`config.mk`:
```
export PLATFORM = sky130hd
export DESIGN_NAME = apb_uart_tx
export DESIGN_NICKNAME = d
export VERILOG_FILES = /design/src/rtl/apb_uart_tx.sv
export SDC_FILE = /design/constraint.sdc
export NUM_CORES = 1
export LEC_CHECK = 0
export ABC_AREA = 1
export BUFFER_PORTS_ARGS = -buffer_cell sky130_fd_sc_hd__buf_4
export CAP_MARGIN = 15
export CORE_MARGIN = 2
export CORE_UTILIZATION = 24
export DETAILED_ROUTE_END_ITERATION = 8
export GPL_ROUTABILITY_DRIVEN = 0
export PLACE_DENSITY = 0.4
export SLEW_MARGIN = 40
export SYNTH_ARGS = -nofsm -noshare
export SYNTH_HDL_FRONTEND = slang
export SYNTH_SLANG_ARGS = --single-unit
```
`constraint.sdc`:
```
create_clock -name pclk -period 2.9 [get_ports pclk]
set_input_delay 0.145 -clock pclk [delete_from_list [all_inputs] [get_ports pclk]]
set_output_delay 0.145 -clock pclk [all_outputs]
set_load 0.05 [all_outputs]
```
`src/rtl/apb_uart_tx.sv`:
```
`default_nettype none
// ============================================================================
// Module   : apb_uart_tx
// Brief    : APB completer that queues bytes in a TX FIFO and sends them as
//            8N1 UART frames (8E1 when APB_UART_TX_PARITY_EN is defined).
// Revision : 1.0
// ============================================================================
module apb_uart_tx #(
    parameter int CLKS_PER_BIT = 10416,
    parameter int FIFO_DEPTH   = 8,
    parameter int TIMEOUT      = 16
) (
    input  logic        pclk,
    input  logic        Reset,
    input  logic        psel,
    input  logic        penable,
    input  logic        pwrite,
    input  logic [4:0]  paddr,
    input  logic [31:0] pwdata,
    output logic [31:0] prdata,
    output logic        pready,
    output logic        pslverr,
    output logic        tx,
    output logic        tx_busy
);
    localparam int c_AW = $clog2(FIFO_DEPTH);
    localparam int c_CW = $clog2(FIFO_DEPTH + 1);
    localparam int c_BW = (CLKS_PER_BIT > 1) ? $clog2(CLKS_PER_BIT) : 1;
    localparam int c_WW = (TIMEOUT > 1) ? $clog2(TIMEOUT) : 1;
    localparam logic [4:0] c_ADDR_DATA   = 5'h00;
    localparam logic [4:0] c_ADDR_STATUS = 5'h01;

    typedef enum logic [2:0] {
        S_IDLE   = 3'd0,
        S_START  = 3'd1,
        S_DATA   = 3'd2,
        S_PARITY = 3'd3,
        S_STOP   = 3'd4
    } state_t;

    logic [7:0]      r_mem [FIFO_DEPTH];
    logic [c_AW-1:0] r_wr_ptr, r_rd_ptr;
    logic [c_CW-1:0] r_count;
    logic [c_WW-1:0] r_wait;
    logic            w_full, w_empty, w_push, w_pop, w_stall, w_timeout;
    logic            w_access;
    logic            w_unused;

    state_t          r_state, w_state_n;
    logic [c_BW-1:0] r_baud, w_baud_n;
    logic [2:0]      r_bit, w_bit_n;
    logic [7:0]      r_data, w_data_n;
    logic            r_tx, w_tx_n, w_baud_last;

    assign w_unused  = ^pwdata[31:8];
    assign w_full    = (r_count == c_CW'(FIFO_DEPTH));
    assign w_empty   = (r_count == '0);
    assign w_access  = psel & penable;
    assign w_timeout = (r_wait == c_WW'(TIMEOUT - 1));
    assign tx        = r_tx;
    assign tx_busy   = (r_state != S_IDLE);

    // Full is judged on the registered count, so a same-cycle pop never un-stalls a push.
    always_comb begin
        pready  = 1'b0;
        pslverr = 1'b0;
        prdata  = '0;
        w_push  = 1'b0;
        w_stall = 1'b0;
        if (w_access) begin
            if (paddr == c_ADDR_DATA) begin
                if (!pwrite) begin
                    pready = 1'b1;
                end else if (!w_full) begin
                    pready = 1'b1;
                    w_push = 1'b1;
                end else if (w_timeout) begin
                    pready  = 1'b1;
                    pslverr = 1'b1;
                end else begin
                    w_stall = 1'b1;
                end
            end else if (paddr == c_ADDR_STATUS) begin
                pready = 1'b1;
                if (!pwrite) begin
                    prdata = {25'd0, tx_busy, w_full, w_empty, 4'(r_count)};
                end
            end else begin
                pready  = 1'b1;
                pslverr = 1'b1;
            end
        end
    end

    always_ff @(posedge pclk) begin
        if (Reset || !psel || (w_access && pready)) begin
            r_wait <= '0;
        end else if (w_stall) begin
            r_wait <= r_wait + c_WW'(1);
        end
    end

    always_ff @(posedge pclk) begin
        if (w_push) begin
            r_mem[r_wr_ptr] <= pwdata[7:0];
        end
    end

    always_ff @(posedge pclk) begin
        if (Reset) begin
            r_wr_ptr <= '0;
            r_rd_ptr <= '0;
            r_count  <= '0;
        end else begin
            if (w_push) r_wr_ptr <= r_wr_ptr + c_AW'(1);
            if (w_pop)  r_rd_ptr <= r_rd_ptr + c_AW'(1);
            if (w_push && !w_pop) begin
                r_count <= r_count + c_CW'(1);
            end else if (!w_push && w_pop) begin
                r_count <= r_count - c_CW'(1);
            end
        end
    end

    assign w_baud_last = (r_baud == c_BW'(CLKS_PER_BIT - 1));

    // tx is registered from the next state so the line changes on the same edge as the FSM.
    always_comb begin
        w_state_n = r_state;
        w_baud_n  = r_baud + c_BW'(1);
        w_bit_n   = r_bit;
        w_data_n  = r_data;
        w_pop     = 1'b0;
        w_tx_n    = 1'b1;
        case (r_state)
            S_IDLE: begin
                w_baud_n = '0;
                if (!w_empty) begin
                    w_pop     = 1'b1;
                    w_data_n  = r_mem[r_rd_ptr];
                    w_state_n = S_START;
                end
            end
            S_START: begin
                if (w_baud_last) begin
                    w_baud_n  = '0;
                    w_bit_n   = 3'd0;
                    w_state_n = S_DATA;
                end
            end
            S_DATA: begin
                if (w_baud_last) begin
                    w_baud_n = '0;
                    w_bit_n  = r_bit + 3'd1;
                    if (r_bit == 3'd7) begin
`ifdef APB_UART_TX_PARITY_EN
                        w_state_n = S_PARITY;
`else
                        w_state_n = S_STOP;
`endif
                    end
                end
            end
            S_PARITY: begin
                if (w_baud_last) begin
                    w_baud_n  = '0;
                    w_state_n = S_STOP;
                end
            end
            S_STOP: begin
                if (w_baud_last) begin
                    w_baud_n  = '0;
                    w_state_n = S_IDLE;
                end
            end
            default: begin
                w_baud_n  = '0;
                w_state_n = S_IDLE;
            end
        endcase
        case (w_state_n)
            S_START:  w_tx_n = 1'b0;
            S_DATA:   w_tx_n = w_data_n[w_bit_n];
            S_PARITY: w_tx_n = ^w_data_n;
            default:  w_tx_n = 1'b1;
        endcase
    end

    always_ff @(posedge pclk) begin
        if (Reset) begin
            r_state <= S_IDLE;
            r_baud  <= '0;
            r_bit   <= '0;
            r_data  <= '0;
            r_tx    <= 1'b1;
        end else begin
            r_state <= w_state_n;
            r_baud  <= w_baud_n;
            r_bit   <= w_bit_n;
            r_data  <= w_data_n;
            r_tx    <= w_tx_n;
        end
    end
endmodule
`default_nettype wire

```
; ---- After elaboration in Yosys (flattened, before gate mapping)
; Memories as Yosys holds them, arrays and structs flattened. A register that Yosys moved wholly into a read port is not among the register bits.
; Cells that the tools add are included.
[totals]
regBits = 43
latch_bits = 0
mem_bits_rw = 64
rom_bits = 0
in_bits = 42
output_inout_bits = 36
elab_cells = 94
n_memories = 1
[memory_table]
columns = memory, words, width, read_ports, rd_ports_with_merged_regs, wr, line
row1 = r_mem, 8, 8, 1, 1, 1, 41  ; logic [7:0] r_mem [FIFO_DEPTH];
[classes]
addsub = 7
n_mul = 0
div = 0
magnitude_cmp = 1
eq_ne = 12
shifts = 0
muxes = 46
bitwise_logic = 2
reduce_logical = 16
[op_table]
columns = op, count
row1 = 3-bit two-way mux, 10
row2 = 7-bit two-way mux, 4
row3 = 1-bit two-way mux, 24
row4 = 8-bit two-way mux, 2
row5 = 3-bit case mux with 5 select lines, 1
row6 = 14-bit by 1-bit adder with 14-bit output (second input constant), 1
row7 = 14-bit == test (second input constant), 1
row8 = 3-bit by 2-bit == test with 1-bit output (second input constant), 4
row9 = 3-bit by 1-bit adder with 3-bit output (second input constant), 3
row10 = 4-bit by 1-bit adder with 4-bit output (second input constant), 2
row11 = 4-bit == test (second input constant), 2
row12 = 4-bit two-way mux, 2
row13 = 8-bit XOR reduction, 1
row14 = 3-bit by 1-bit == test with 1-bit output (second input constant), 2
row15 = 3-bit == test (second input constant), 2
row16 = 3-bit case mux with 2 select lines, 1
row17 = 5-bit by 1-bit == test with 1-bit output (second input constant), 1
row18 = 5-bit zero test, 1
row19 = 4-bit zero test, 1
row20 = 3-bit by 4-bit < comparator with 1-bit output (second input constant), 1
row21 = 4-bit OR reduction, 1
row22 = 4-bit by 1-bit subtractor with 4-bit output (second input constant), 1
row23 = 1-bit binary-select mux with 3-bit select, 1
row24 = 1-bit logical AND, 3
row25 = other kinds (9), 12

; ---- Depth between registers and ports, before layout
[depth]
ltp_word = 9
ltp_mapped = 20
mapped_depth_nobuf = 20

; ---- Worst setup path after synthesis
; No wires, ideal clock.
[synth_path]
kind = register -> register
from = register r_state[1]
to = register r_count[3]
setup_ps = 121
arrival_time_ps = 2449
slack_ps = 330
path_stages_with_launch = 16
n_path_buf = 1
cell_sequence = dfxtp_1 > inv_1 > nand3_2 > nor2_4 > inv_2 > buf_8 > ha_1 > inv_1 > ha_1 > and3_1 > a211oi_1 > nor2_1 > nor2_1 > nand2_1 > o21ai_0 > a21oi_1
[synth_between]
elab_chain_len = 5
word_cells_on_any_way = 7
classes_between = 2 x mux / 5 x reduce/logical
[synth_rtl]
columns = element, line
row1 = "start, declared", 49  ; state_t r_state, w_state_n;
row2 = "start signal, assigned", 197  ; r_state <= w_state_n;
row3 = 3-bit zero test *, 135  ; case (r_state)
row4 = 1-bit two-way mux *, 135
row5 = 1-bit zero test, 117  ; if (w_push && !w_pop) begin
row6 = 1-bit logical AND, 117
row7 = 4-bit two-way mux or 2-bit nonzero test (tied branches), --
row8 = "end signal, assigned", 118  ; r_count <= r_count + c_CW'(1);
row9 = "end signal, assigned", 120  ; r_count <= r_count - c_CW'(1);
row10 = "end, declared", 43  ; logic [c_CW-1:0] r_count;
; Every way passes the cells marked *; elsewhere a longest branch is shown, timed or not.
; A chain may end at the register's enable or synchronous reset.

; ---- Final worst setup path
[layout_path]
from = register r_count[0]
to = register r_count[3]
[layout_between]
elab_chain_len = 8
word_cells_on_any_way = 17
classes_between = 2 x add/sub / 1 x eq/ne / 8 x mux / 6 x reduce/logical
[layout_rtl]
columns = element, line
row1 = 4-bit == test *, 56  ; assign w_full = (r_count == c_CW'(FIFO_DEPTH));
row2 = 1-bit two-way mux *, 74  ; end else if (!w_full) begin
row3 = 1-bit two-way mux *, 72  ; if (!pwrite) begin
row4 = 1-bit two-way mux *, 71  ; if (paddr == c_ADDR_DATA) begin
row5 = 1-bit two-way mux *, 70  ; if (w_access) begin
row6 = via w_push, 45  ; logic w_full, w_empty, w_push, w_pop, w_stall, w_timeout;
row7 = 1-bit zero test, 119  ; end else if (!w_push && w_pop) begin
row8 = 1-bit logical AND, 119
row9 = 2-bit nonzero test (no line), --
; The timed path passes the listed nets; every way through them passes the cells marked *. The select of a mux whose other input is x is not followed.

==> results.py <==
metrics = {
    "power_and_ir_drop": {
        "switching_power_mw": 2.05,
        "total_power_mw": 5.11,
        "pwr_density_cell_nw_per_um2": 819,
        "switching_share_pct": 40.1,
        "leakagePower_nw": 2.64,
        "p_clk_share_pct": 26.0,
        "ir_drop_uv": 319,
        "p_seq_share_pct": 36.2,
        "p_int_mw": 3.06,
        "combPwrFrac_pct": 37.8,
    },
    "worst_setup_path": {
        "r2r.worst_path.cells": 14,
        "cp_top_family": "simple AND/OR/NAND/NOR gates",
        "path_class": "reg2reg",
        "cp_data_arrival_time_ps": 2780,
        "crit_chain": "nor2_2 > nand2_4 > nor2_2 > nor4_4 > ha_1 > inv_1 > ha_1 > and3_1 > a211oi_2 > nor2_1 > nor2_1 > nand2_1 > o21ai_0 > a21oi_1",
        "startpoint": "r_count[0]",
        "slowest_stage": "dfxtp_1",
        "cp-start-kind": "register",
        "cp_data_required_time_ps": 3140,
        "cpPeakStageDelay_ps": 450,
        "cp.buffers_inverters": 1,
        "crit_fanout": 6,
        "r2r_start": "r_count[0]",
        "r2r_end": "r_count[3]",
        "rrSetupSlack_ps": 360,
        "crit_path_end_kind": "register",
    },
    "yosys": {
        "syn_inst": 643,
        "syn_area_um2": 5450,
        "synthXorXnorAreaFrac_pct": 0.322,
        "synth_flop_cell": "edfxtp_1",
        "synth_top_family_by_area": "simple AND/OR/NAND/NOR gates",
        "ys_warn_count": 0,
        "synth_seq_area_share_pct": 52.2,
        "synthSimpleGateAreaFrac_pct": 27.9,
        "synth_compound_area_share_pct": 4.82,
        "synth_cell_type_count": 39,
        "synth_area_per_cell_um2": 8.47,
        "synthAdderAreaFrac_pct": 2.66,
        "muxShareOfSynthArea_pct": 0,
        "ys_top_cells_by_area": "edfxtp_1 (35%), dfxtp_1 (17%), nand2_1 (12%), inv_1 (5.8%), nand3_1 (5.4%)",
        "yosysTopAreaCell": "edfxtp_1",
        "synthArstFlopShare_pct": 0,
        "ys_ff_latch": 110,
        "synth_common_cells": "nand2_1 (172), inv_1 (84), edfxtp_1 (64)",
        "synth.most_common_cell": "nand2_1",
        "synth_top_cell_area_share_pct": 35.3,
        "synth_enable_flop_cells": 64,
    },
    "hold_path": {
        "hold_end": "r_mem[5][7]",
        "hold_depth": 1,
        "hold_class": "in2reg",
        "min_from": "pwdata[7]",
    },
    "cts": {
        "cts.clk_slew.worst_paths_ps": 80,
        "cts_tree": "built",
        "clock-sinks": 110,
        "clockBufferDepth": 2,
        "h-tree-depth": 3,
        "cts_buffers": 9,
        "insertion_delay_ps": 360,
        "post_cts_buffers": 0,
        "root_buffer": "clkbuf_16",
        "cts_hold_buf": 0,
    },
    "drt": {
        "vias": 4031,
        "via_per_inst": 4.16,
        "wl_per_cell_um": 12.3,
        "routed-wl-met2_um": 5600,
        "highest_layer": "met4",
        "wl_met3_um": 474,
        "drtAntennaViolNets": 0,
        "wl_met1_um": 5720,
        "dr.pass1.iters": 4,
        "routed_wl_um": 12000,
        "drt_iter0_drc": 231,
        "drc": 0,
    },
    "cells_and_area": {
        "syn2layout_area_growth_pct": 14.7,
        "diodes": 0,
        "final_nets": 733,
        "drive_gt1_share_pct": 14.3,
        "fill_cells": 2413,
    },
    "die": {
        "initial_core_util_pct": 24.3,
        "core-area_um2": 22400,
        "io_pins": 78,
        "die_h_um": 155,
        "rows": 55,
        "die_width_um": 155,
        "dieArea_um2": 23900,
    },
    "timing": {
        "timing.slew.headroom_pct": 62.5,
        "setup-violations-final": 0,
        "fin_crit_sh_pct": 87.4,
        "fin_ws_ps": 365,
        "finClkSkew_ps": 10.0,
        "max_freq_ghz": 0.394,
        "worst_pin_slew_ps": 562,
        "setup_tns_ps": 0,
        "drv_slew": 0,
        "rsz0062_at_grt": "false",
        "min_period_ps": 2540,
        "hold_viol_final": 0,
    },
    "placement": {
        "dpl.hpwl_um": 8040,
        "portBuffers": 28,
        "place_ws_ps": 292,
    },
    "global_routing": {
        "overflow": 0,
        "antenna_found_initial": 0,
        "grt_start_max_net_pins": 33,
        "grt.total_usage_pct": 10.3,
        "grt_pass1_vias": 3838,
        "grt_pass1_wl_um": 19200,
    },
    "job": {
        "maxCapViolations": 0,
    },
    "outcome": {
        "run_status": "finished, final reports clean",
    },
}
[cells in the final DEF, fill, tap and decap left out, types with 2 or more instances in the layout]
| cell type | instances |
|---|---|
| nor3b_1 | 5 |
| nor4_1 | 2 |
| inv_6 | 2 |
| edfxtp_1 | 64 |
| inv_8 | 2 |
| nand3_2 | 2 |
| o21ai_1 | 2 |
| nor3_1 | 16 |
| xor2_1 | 2 |
| buf_4 | 42 |
| and3_1 | 2 |
| nand2_4 | 7 |
| nand4_1 | 2 |
| o21ai_0 | 19 |
| nor2_2 | 4 |
| nand2_2 | 8 |
| dfxtp_1 | 46 |
| a21oi_1 | 23 |
| nand2_1 | 172 |
| inv_1 | 84 |
| ha_1 | 10 |
| nor2_4 | 3 |
| nand3_1 | 59 |
| nor2_1 | 47 |
| conb_1 | 25 |
| clkbuf_16 | 9 |
| inv_2 | 11 |
[area by class of cell]
type / instances / area [µm²] / share of cell area [%]
Tap cell: 285 / 357 / 5.71
Timing Repair Buffer: 42 / 315 / 5.05
Inverter: 97 / 367 / 5.87
Clock buffer: 9 / 225 / 3.61
Multi-Input combinational cell: 420 / 2040 / 32.7
Clock inverter: 7 / 93.8 / 1.50
Sequential cell: 110 / 2840 / 45.5
[worst max path at each step]
stage | to | slack, ps | cells after the start
finish | r_count[3] | 360 | 14
global route | tx | 40 | 19
CTS | r_count[3] | 280 | 14
detailed placement | r_count[3] | 290 | 14
global placement | r_count[3] | 290 | 14
floorplan | r_count[3] | 330 | 15
[power groups by stage]
| stage | clock network (mW) | registers [mW] | logic [mW] |
|---|---|---|---|
| 6_report | 1.33 | 1.85 | 1.93 |
| 5_1_grt | 1.42 | 1.87 | 2.20 |
| 4_1_cts | 1.37 | 1.86 | 1.95 |
| 3_5_place_dp | 0 | 1.89 | 1.94 |
| 3_3_place_gp | 0 | 1.89 | 1.91 |
| 2_1_floorplan | 0 | 1.89 | 1.57 |
[cell families after synthesis]
family,Yosys count
XOR/XNOR,2
AO/OA/AOI/OAI,50
AND/OR/NAND/NOR,332
other,1
adder cells (fa/ha/maj),11
flip-flops,110
buffers and inverters,137
[metal layers]
layer / vias to the layer above / track usage (%)
li1: 2085 / -
met1: 1863 / 13.4
met2: 73 / 17.3
met3: 10 / 1.91
met4: 0 / 3.57
met5: - / 0
[through the flow]
step	util [%]	instances	hold slack (ps)	cell area (µm²)
2_1_floorplan	-	667	244	5540
3_5_place_dp	26.4	954	385	5920
5_1_grt	27.8	970	12.7	6240
6_report	27.8	970	17.2	6240
4_1_cts	27.8	970	4.37	6240
3_3_place_gp	26.4	954	381	5920
[timing repair]
action                                  in CTS  in global routing
endpoints found under the setup margin       0                  1
resized for setup                            0                  1
hold endpoints to repair                     0                  0
[flip-flops by register name, summed over array words and instances (netlist names), 4 cells and up, named ones only]
register	flops
r_mem	64
r_baud	14
r_wait	4
r_count	4
r_data	8
(Power assumes the default switching activity.)
